[config.mk]
export PLATFORM = sky130hd
export DESIGN_NAME = sprite_line_fetcher
export DESIGN_NICKNAME = d
export VERILOG_FILES = /design/src/rtl/sprite_pkg.sv /design/src/rtl/sprite_pixel_serializer.sv /design/src/rtl/sprite_line_fetcher.sv
export SDC_FILE = /design/constraint.sdc
export NUM_CORES = 1
export LEC_CHECK = 0
export BUFFER_PORTS_ARGS = -buffer_cell sky130_fd_sc_hd__buf_4
export CAP_MARGIN = 0
export CORE_ASPECT_RATIO = 0.8
export CORE_MARGIN = 4
export CORE_UTILIZATION = 51
export DETAILED_ROUTE_END_ITERATION = 10
export PLACE_DENSITY = 0.8
export SKIP_LAST_GASP = 1
export SYNTH_ARGS = -nofsm -noshare
export SYNTH_HDL_FRONTEND = slang
export SYNTH_SLANG_ARGS = --single-unit
[constraint.sdc]
create_clock -name clk_i -period 24.6 [get_ports clk_i]
set_clock_uncertainty 0.2 [all_clocks]
set_input_delay 0 -clock clk_i [delete_from_list [all_inputs] [get_ports clk_i]]
set_output_delay 0 -clock clk_i [all_outputs]
set_load 0.02 [all_outputs]
[src/rtl/sprite_pkg.sv]
// rtl/sprite_pkg.sv - shared types and constants for the sprite line fetcher
package sprite_pkg;

  localparam int SPRITE_PIXELS = 32;
  localparam int PIXEL_W       = 8;
  localparam int LINE_W        = 256;
  localparam int VRAM_ADDR_W   = 12;

  typedef logic [PIXEL_W-1:0] pixel_t;
  typedef logic [LINE_W-1:0]  sprite_line_t;

  typedef enum logic [1:0] {IDLE, ADDR, WAIT, STREAM} fetch_state_t;

  // Pixel 0 lives in the most significant byte of the line.
  function automatic pixel_t line_pixel(input sprite_line_t line, input logic [4:0] idx);
    return line[(LINE_W-1) - PIXEL_W*int'(idx) -: PIXEL_W];
  endfunction

endpackage

[src/rtl/sprite_pixel_serializer.sv]
// rtl/sprite_pixel_serializer.sv - line buffer and valid/ready pixel streamer
module sprite_pixel_serializer
  import sprite_pkg::*;
(
  input  logic         clk_i,
  input  logic         reset_i,
  input  logic         flush_i,
  input  logic         capture_i,
  input  sprite_line_t line_i,
  input  logic         hflip_i,
  input  logic         pix_ready_i,
  output logic         pix_valid_o,
  output pixel_t       pix_data_o,
  output logic [4:0]   pix_index_o,
  output logic         pix_transparent_o,
  output logic         pix_last_o,
  output logic         done_o
);

  sprite_line_t line_q, line_d;
  logic [4:0]   col_q, col_d;
  logic         valid_q, valid_d;
  logic         flip_q, flip_d;
  logic         handshake;
  logic         last;

  assign last      = (col_q == 5'(SPRITE_PIXELS-1));
  assign handshake = valid_q && pix_ready_i;
  assign done_o    = handshake && last;

  always_comb begin
    line_d  = line_q;
    col_d   = col_q;
    valid_d = valid_q;
    flip_d  = flip_q;
    if (flush_i) begin
      valid_d = 1'b0;
      col_d   = 5'd0;
    end else if (capture_i) begin
      line_d  = line_i;
      col_d   = 5'd0;
      valid_d = 1'b1;
      flip_d  = hflip_i;
    end else if (handshake) begin
      if (last) begin
        valid_d = 1'b0;
        col_d   = 5'd0;
      end else begin
        col_d = col_q + 5'd1;
      end
    end
  end

  always_ff @(posedge clk_i or posedge reset_i) begin
    if (reset_i) begin
      line_q  <= '0;
      col_q   <= 5'd0;
      valid_q <= 1'b0;
      flip_q  <= 1'b0;
    end else begin
      line_q  <= line_d;
      col_q   <= col_d;
      valid_q <= valid_d;
      flip_q  <= flip_d;
    end
  end

  // 31-c for a 5-bit column is its bitwise complement.
  assign pix_data_o        = line_pixel(line_q, flip_q ? ~col_q : col_q);
  assign pix_index_o       = col_q;
  assign pix_valid_o       = valid_q;
  assign pix_last_o        = last;
  assign pix_transparent_o = (pix_data_o == '0);

endmodule

[src/rtl/sprite_line_fetcher.sv]
// rtl/sprite_line_fetcher.sv - request FSM and VRAM addressing for one sprite line
module sprite_line_fetcher
  import sprite_pkg::*;
#(
  parameter int READ_LATENCY = 1,
  parameter int SPRITE_ID_W  = 7,
  parameter int ROW_W        = 5
) (
  input  logic                   clk_i,
  input  logic                   reset_i,
  input  logic                   req_valid_i,
  output logic                   req_ready_o,
  input  logic [SPRITE_ID_W-1:0] req_sprite_id_i,
  input  logic [ROW_W-1:0]       req_row_i,
  input  logic                   req_hflip_i,
  input  logic                   flush_i,
  output logic [VRAM_ADDR_W-1:0] vram_read_addr_o,
  input  logic [LINE_W-1:0]      vram_read_data_i,
  output logic                   pix_valid_o,
  input  logic                   pix_ready_i,
  output logic [PIXEL_W-1:0]     pix_data_o,
  output logic [4:0]             pix_index_o,
  output logic                   pix_transparent_o,
  output logic                   pix_last_o,
  output logic                   busy_o
);

  fetch_state_t           state_q;
  logic [VRAM_ADDR_W-1:0] addr_q;
  logic                   hflip_q;
  logic                   busy_q;
  logic                   req_ready_q;
  logic [1:0]             lat_q;
  logic                   capture;
  logic                   line_done;

  assign capture = (state_q == WAIT) && (lat_q == 2'd0) && !flush_i;

  always_ff @(posedge clk_i or posedge reset_i) begin
    if (reset_i) begin
      state_q     <= IDLE;
      addr_q      <= '0;
      hflip_q     <= 1'b0;
      busy_q      <= 1'b0;
      req_ready_q <= 1'b1;
      lat_q       <= 2'd0;
    end else if (flush_i) begin
      state_q     <= IDLE;
      busy_q      <= 1'b0;
      req_ready_q <= 1'b1;
    end else begin
      case (state_q)
        IDLE: if (req_valid_i) begin
          addr_q      <= {req_sprite_id_i, req_row_i};
          hflip_q     <= req_hflip_i;
          busy_q      <= 1'b1;
          req_ready_q <= 1'b0;
          state_q     <= ADDR;
        end
        ADDR: begin
          lat_q   <= 2'(READ_LATENCY - 1);
          state_q <= WAIT;
        end
        WAIT: begin
          if (lat_q == 2'd0) state_q <= STREAM;
          else lat_q <= lat_q - 2'd1;
        end
        STREAM: if (line_done) begin
          busy_q      <= 1'b0;
          req_ready_q <= 1'b1;
          state_q     <= IDLE;
        end
        default: state_q <= IDLE;
      endcase
    end
  end

  // A flush in IDLE must block the same-cycle request.
  assign req_ready_o      = req_ready_q && !flush_i;
  assign busy_o           = busy_q;
  assign vram_read_addr_o = addr_q;

  sprite_pixel_serializer u_serializer (
    .clk_i             (clk_i),
    .reset_i           (reset_i),
    .flush_i           (flush_i),
    .capture_i         (capture),
    .line_i            (vram_read_data_i),
    .hflip_i           (hflip_q),
    .pix_ready_i       (pix_ready_i),
    .pix_valid_o       (pix_valid_o),
    .pix_data_o        (pix_data_o),
    .pix_index_o       (pix_index_o),
    .pix_transparent_o (pix_transparent_o),
    .pix_last_o        (pix_last_o),
    .done_o            (line_done)
  );

endmodule

# Word-level counts from Yosys, hierarchy flattened
# Cells that the tools add are included.
[word_totals]
ff_bits = 282
inputBits = 274
word_cells = 67
[op_classes]
n_addsub = 3
n_eq_ne = 8
shift = 1
mux = 24
n_bitwise = 2
n_reduce_logical = 19
[op_table]
columns = ["cell", "n"]
rows = [
  ["variable part select 263 x 32 -> 8 bit", 1],
  ["2-to-1 mux 5 bit", 5],
  ["AND reduction 3 bit", 4],
  ["2-to-1 mux 1 bit", 10],
  ["2-to-1 mux 2 bit", 5],
  ["nonzero test 3 bit", 3],
  ["subtractor 8 x 8 -> 9 bit, first input constant", 1],
  ["zero test 8 bit", 1],
  ["one-hot mux 2 bit (4 select lines)", 1],
  ["!= test 3 bit, second input constant", 2],
  ["adder 5 x 1 -> 5 bit, second input constant", 1],
  ["== test 5 bit, second input constant", 1],
  ["logical AND 1 bit", 5],
  ["NOT 5 bit", 1],
  ["== test 2 bit, second input constant", 2],
  ["zero test 2 bit", 2],
  ["one-hot mux 1 bit (2 select lines)", 2],
  ["one-hot mux 2 bit (2 select lines)", 1],
  ["AND reduction 2 bit", 2],
  ["!= test 3 x 2 -> 1 bit, second input constant", 1],
  ["== test 2 x 1 -> 1 bit, second input constant", 1],
  ["!= test 2 bit, second input constant", 1],
  ["nonzero test 2 bit", 1],
  ["subtractor 2 x 1 -> 2 bit, second input constant", 1],
  ["other kinds (2)", 2],
]

# Logic depth before layout (Yosys ltp)
[depth]
ltp_word = 5
mapped_depth = 11

# By module
# From an unflattened synthesis, not the netlist that was laid out.
[hier_totals]
cells_unflattened = 1059
area_unflattened_um2 = 13595.5
[by_module_without_submodules]
columns = ["mod", "n_inst", "cells_per_inst", "area_per_inst_um2", "seq_area_each_um2"]
rows = [
  ["sprite_pixel_serializer", 1, 986, 12643.4, 6581.3],
  ["sprite_line_fetcher", 1, 73, 952.2, 476.7],
]

# Worst setup path before layout
# No wires, ideal clock.
[synth_path]
path_type = "register to output"
startpoint = "reg u_serializer.col_q[1], in the netlist u_serializer.pix_index_o[1]"
endpoint = "out pix_transparent_o"
t_arrival_ps = 2935
t_required_ps = 24400
setup_slack_ps = 21465
path_stages_with_launch = 10
path_cell_list = "dfrtp_1 -> buf_4 -> buf_2 -> nor2_1 -> a22oi_1 -> clkbuf_1 -> o22ai_1 -> o311ai_0 -> nor4_1 -> and3_1"
[synth_between]
elab_chain_cells = 5
[synth_rtl]
columns = ["element", "line_no", "text"]
rows = [
  ["start, declared", "sprite_pixel_serializer.sv:21", "logic [4:0] col_q, col_d;"],
  ["start signal, assigned", "sprite_pixel_serializer.sv:62", "col_q <= col_d;"],
  ["NOT 5 bit", "sprite_pixel_serializer.sv:69", "assign pix_data_o = line_pixel(line_q, flip_q ? ~col_q : col_q);"],
  ["2-to-1 mux 5 bit *", "sprite_pixel_serializer.sv:69", ""],
  ["subtractor 8 x 8 -> 9 bit *", "sprite_pkg.sv:16", "return line[(LINE_W-1) - PIXEL_W*int'(idx) -: PIXEL_W];"],
  ["variable part select 263 x 32 -> 8 bit *", "sprite_pkg.sv:16", ""],
  ["net pix_data_o[3]", "sprite_line_fetcher.sv:21", "output logic [PIXEL_W-1:0] pix_data_o,"],
  ["zero test 8 bit *", "sprite_pixel_serializer.sv:73", "assign pix_transparent_o = (pix_data_o == '0);"],
  ["end, declared", "sprite_line_fetcher.sv:23", "output logic pix_transparent_o,"],
]
# Mark *: on every way through the listed nets, which the timed path passes. The rest lies on a longest branch.

# Worst setup path after layout
[layout_path]
startpoint = "reg u_serializer.col_q[2], in the netlist u_serializer.pix_index_o[2]"
endpoint = "out pix_transparent_o"
[layout_between]
elab_chain_cells = 5
[layout_rtl]
columns = ["element", "line_no"]
rows = [
  ["NOT 5 bit", "sprite_pixel_serializer.sv:69"],
  ["2-to-1 mux 5 bit *", "sprite_pixel_serializer.sv:69"],
  ["subtractor 8 x 8 -> 9 bit *", "sprite_pkg.sv:16"],
  ["variable part select 263 x 32 -> 8 bit *", "sprite_pkg.sv:16"],
  ["zero test 8 bit *", "sprite_pixel_serializer.sv:73"],
]
# Mark *: on every way between the ends. The rest lies on a longest branch, timed or not.

==> impl_metrics.csv <==
group,metric,value,unit
routing,drt_iter0_drc,981,
placement,port_buffers,303,
worst_setup_path,critPathKind,"register to output pin",
hold_path,min_path_type,"input port to asynchronous set/reset pin",
logic_synthesis,synth_xor_area_frac,0.00430,
sta,setup_tns,0,ns
global_route,grt_pass1_vias,12453,
worst_setup_path,required,24.40,ns
logic_synthesis,synth-simple-area-share,0.0842,
clocking,cts-htree-levels,1,
floorplan,rows,52,
sta,period_share,0.185,
routing,via_per_inst,5.74,
sta,setup_viol,0,
global_route,grt_max_degree,186,
logic_synthesis,synth_edf_count,0,
routing,firstDrtPassIters,5,
sta,period_needed,4.56,ns
clocking,clkTransAtPathRegs,0.07,ns
clocking,clock_latency,0.55,ns
power_and_ir_drop,seq_power_share,0.390,
routing,detail-route-antenna-nets,0,
floorplan,fp.dieArea,28900,sq um
final_layout,final_util,0.782,
routing,top_layer_used,"met4",
power_and_ir_drop,p_int,1.43,mW
floorplan,die_w,189,um
floorplan,die_y,153,um
clocking,clockBufferDepth,3,
clocking,clock_sinks,282,
worst_setup_path,startpoint_type,"register",
run,cap_violations,0,
power_and_ir_drop,combPwrFrac,0.391,
routing,drc,0,
sta,max-slew-margin-rel,0.0170,
power_and_ir_drop,p_total,2.22,mW
logic_synthesis,ys_seq_area_frac,0.527,
logic_synthesis,async_flop_share,1.00,
logic_synthesis,synthFlopType,"dfrtp_1",
logic_synthesis,syn_avg_cell_area,12.7,sq um
logic_synthesis,synth_top_family_by_area,"multiplexers",
floorplan,floorplan.initialDensity,0.524,
floorplan,ios,304,
power_and_ir_drop,switching_share,0.353,
power_and_ir_drop,clkPwrFrac,0.219,
placement,dp_hpwl,26800,um
logic_synthesis,synth_seq_cells,282,
final_layout,layout_common_cells,"buf_4, dlygate4sd3_1, dfrtp_1",
final_layout,fin_nets,1913,
power_and_ir_drop,leakagePower,8.96,nW
sta,max_freq,219,MHz
global_route,grt_first_pass_wirelength,71500,um
logic_synthesis,synthCells,1058,
sta,maxSlewViolCount,0,
power_and_ir_drop,ir_worst_vdd,0.0727,mV
power_and_ir_drop,power_density,111,nW/um^2
logic_synthesis,ys_types,62,
logic_synthesis,synth-adder-area-share,0.00654,
logic_synthesis,syn-num-nets,1339,
worst_setup_path,cp.arrival,4.36,ns
logic_synthesis,netlist_area,13400,sq um
logic_synthesis,synth.area.mux_share,0.289,
routing,dr_wl_met3,3420,um
worst_setup_path,path_max_fanout,21,
logic_synthesis,synth_compound_area_frac,0.0632,
sta,hold_viol,2,
clocking,cts_made_buffers,29,
sta,holdWs,-0.00837,ns
final_layout,fillers,1503,
clocking,cts_tree,"yes",
placement,place.gp.congestion,0.854,
final_layout,layout_commonest_cell,"buf_4",
clocking,cts_resized,0,
routing,vias,11564,
logic_synthesis,yosysWarnings,0,
final_layout,regArea,7060,sq um
final_layout,drive_gt1_frac,0.406,
global_route,antenna_found_initial,9,
power_and_ir_drop,switchingPower,0.782,mW
routing,wl_per_cell,23.4,um
global_route,grt-ovfl-total,0,
outcome,status,"complete, but fails checks",
clocking,root_buffer,"clkbuf_16",
routing,met1_length,17900,um
routing,wirelength,47100,um
final_layout,syn_to_final_growth,49.2,%
routing,wl_met2,23300,um
final_layout,multi_input_area,6020,sq um
worst_setup_path,cp-end-kind,"output pin",
sta,tightest_slew,1.47,ns
outcome,violations,"negative hold slack",
sta,grt_setup_unrepaired,"false",
floorplan,design.core.area,25600,sq um
global_route,grt.total_usage,0.316,
==> worst paths after layout <==
| check | startpoint | endpoint | slack, ns | cells past startpoint |
|---|---|---|---|---|
| max | u_serializer.pix_index_o[2] | pix_transparent_o | 20.04 | 9 |
| min | reset_i | u_serializer.line_q[168] | -0.008 | 3 |
| max reg2reg | u_serializer.pix_index_o[1] | state_q[0] | 21.09 | 9 |
| min reg2reg | u_serializer.line_q[20] | u_serializer.line_q[20] | 0.31 | 1 |
| max in group asynchronous | reset_i | u_serializer.line_q[121] | 22.60 | 4 |
| min in group clk_i | vram_read_data_i[110] | u_serializer.line_q[110] | 0.02 | 3 |
==> cell type report <==
cell class | instances | share of cell area
Multi-Input combinational cell | 699 | 0.301
Inverter | 8 | 0.00188
Sequential cell | 282 | 0.353
Tap cell | 351 | 0.0220
Antenna cell | 11 | 0.00138
Timing Repair Buffer | 612 | 0.268
Clock inverter | 18 | 0.0118
Clock buffer | 35 | 0.0404
==> per-stage QoR <==
step / instances / hold slack (ns) / setup WS, ns / instance area (sq um)
final: 2016 / -0.00837 / 20.04 / 20000
after global routing: 2014 / 0.0245 / 19.85 / 20000
after global placement: 1651 / 0.0326 / 20.86 / 15900
after CTS: 2005 / 0.000270 / 20.23 / 20000
after detailed placement: 1651 / 0.0357 / 20.82 / 15900
after floorplan: 1058 / -0.0495 / 16.62 / 13400
==> registers in the layout, indices dropped and copies added (netlist names) <==
signal and count:
busy_o 1, req_ready_q 1, u_serializer.flip_q 1, hflip_q 1
lat_q 2, state_q 2, vram_read_addr_o 12, u_serializer.pix_index_o 5
u_serializer.line_q 256, u_serializer.pix_valid_o 1
==> cell usage after synthesis (all sizes together) (7+ instances only) <==
cell    number  area, sq um
a221oi      13          133
mux2i       34          340
nor2b        7         43.8
a22oi       15          113
nand2      120          450
ha           7         87.6
dfrtp      281         7030
nand3       58          300
inv          8         30.0
mux4        18          428
o22ai       11         75.1
a21oi       14         70.1
nor2        24         92.6
a31oi       12         75.1
buf         31          169
mux2       276         3110
clkbuf      38          143
o21ai       12         60.1
==> cells by family (layout without fill, tap and decap cells) <==
logic type,after synthesis,count (layout)
flops,282,282
xor+xnor,4,4
compound gates,113,113
simple gates,247,247
fa+ha+maj,7,7
other cells,0,11
mux,328,328
buf+inv,77,673
==> power groups by stage <==
stage | clock network [mW] | registers, mW | logic [mW]
final | 0.486 | 0.864 | 0.867
after global placement | 0 | 0.839 | 0.746
after CTS | 0.485 | 0.842 | 0.829
after floorplan | 0 | 0.795 | 0.563
after detailed placement | 0 | 0.848 | 0.766
after global routing | 0.510 | 0.878 | 0.922
==> per-layer routing <==
layer,up-vias,GRT usage
met5,-,0
met4,0,0.147
met3,174,0.0648
met2,600,0.536
met1,5745,0.392
li1,5045,-
==> critical path, stage by stage, from the launching register on <==
cell and delay, ns:
dfrtp_1 0.78, nor2b_1 0.89, a22oi_1 0.54, o22ai_1 0.34, nor3_1 0.10, a31oi_1 0.18, o311ai_0 0.28, nor4_1 0.34
and3_1 0.21, buf_4 0.15
==> what timing repair did <==
item | CTS | global route
hold endpoints to repair | 410 | 0
buffers inserted | 0 | 0
hold buffers | 301 | 0
No activity file was read; power rests on OpenSTA's default activity.
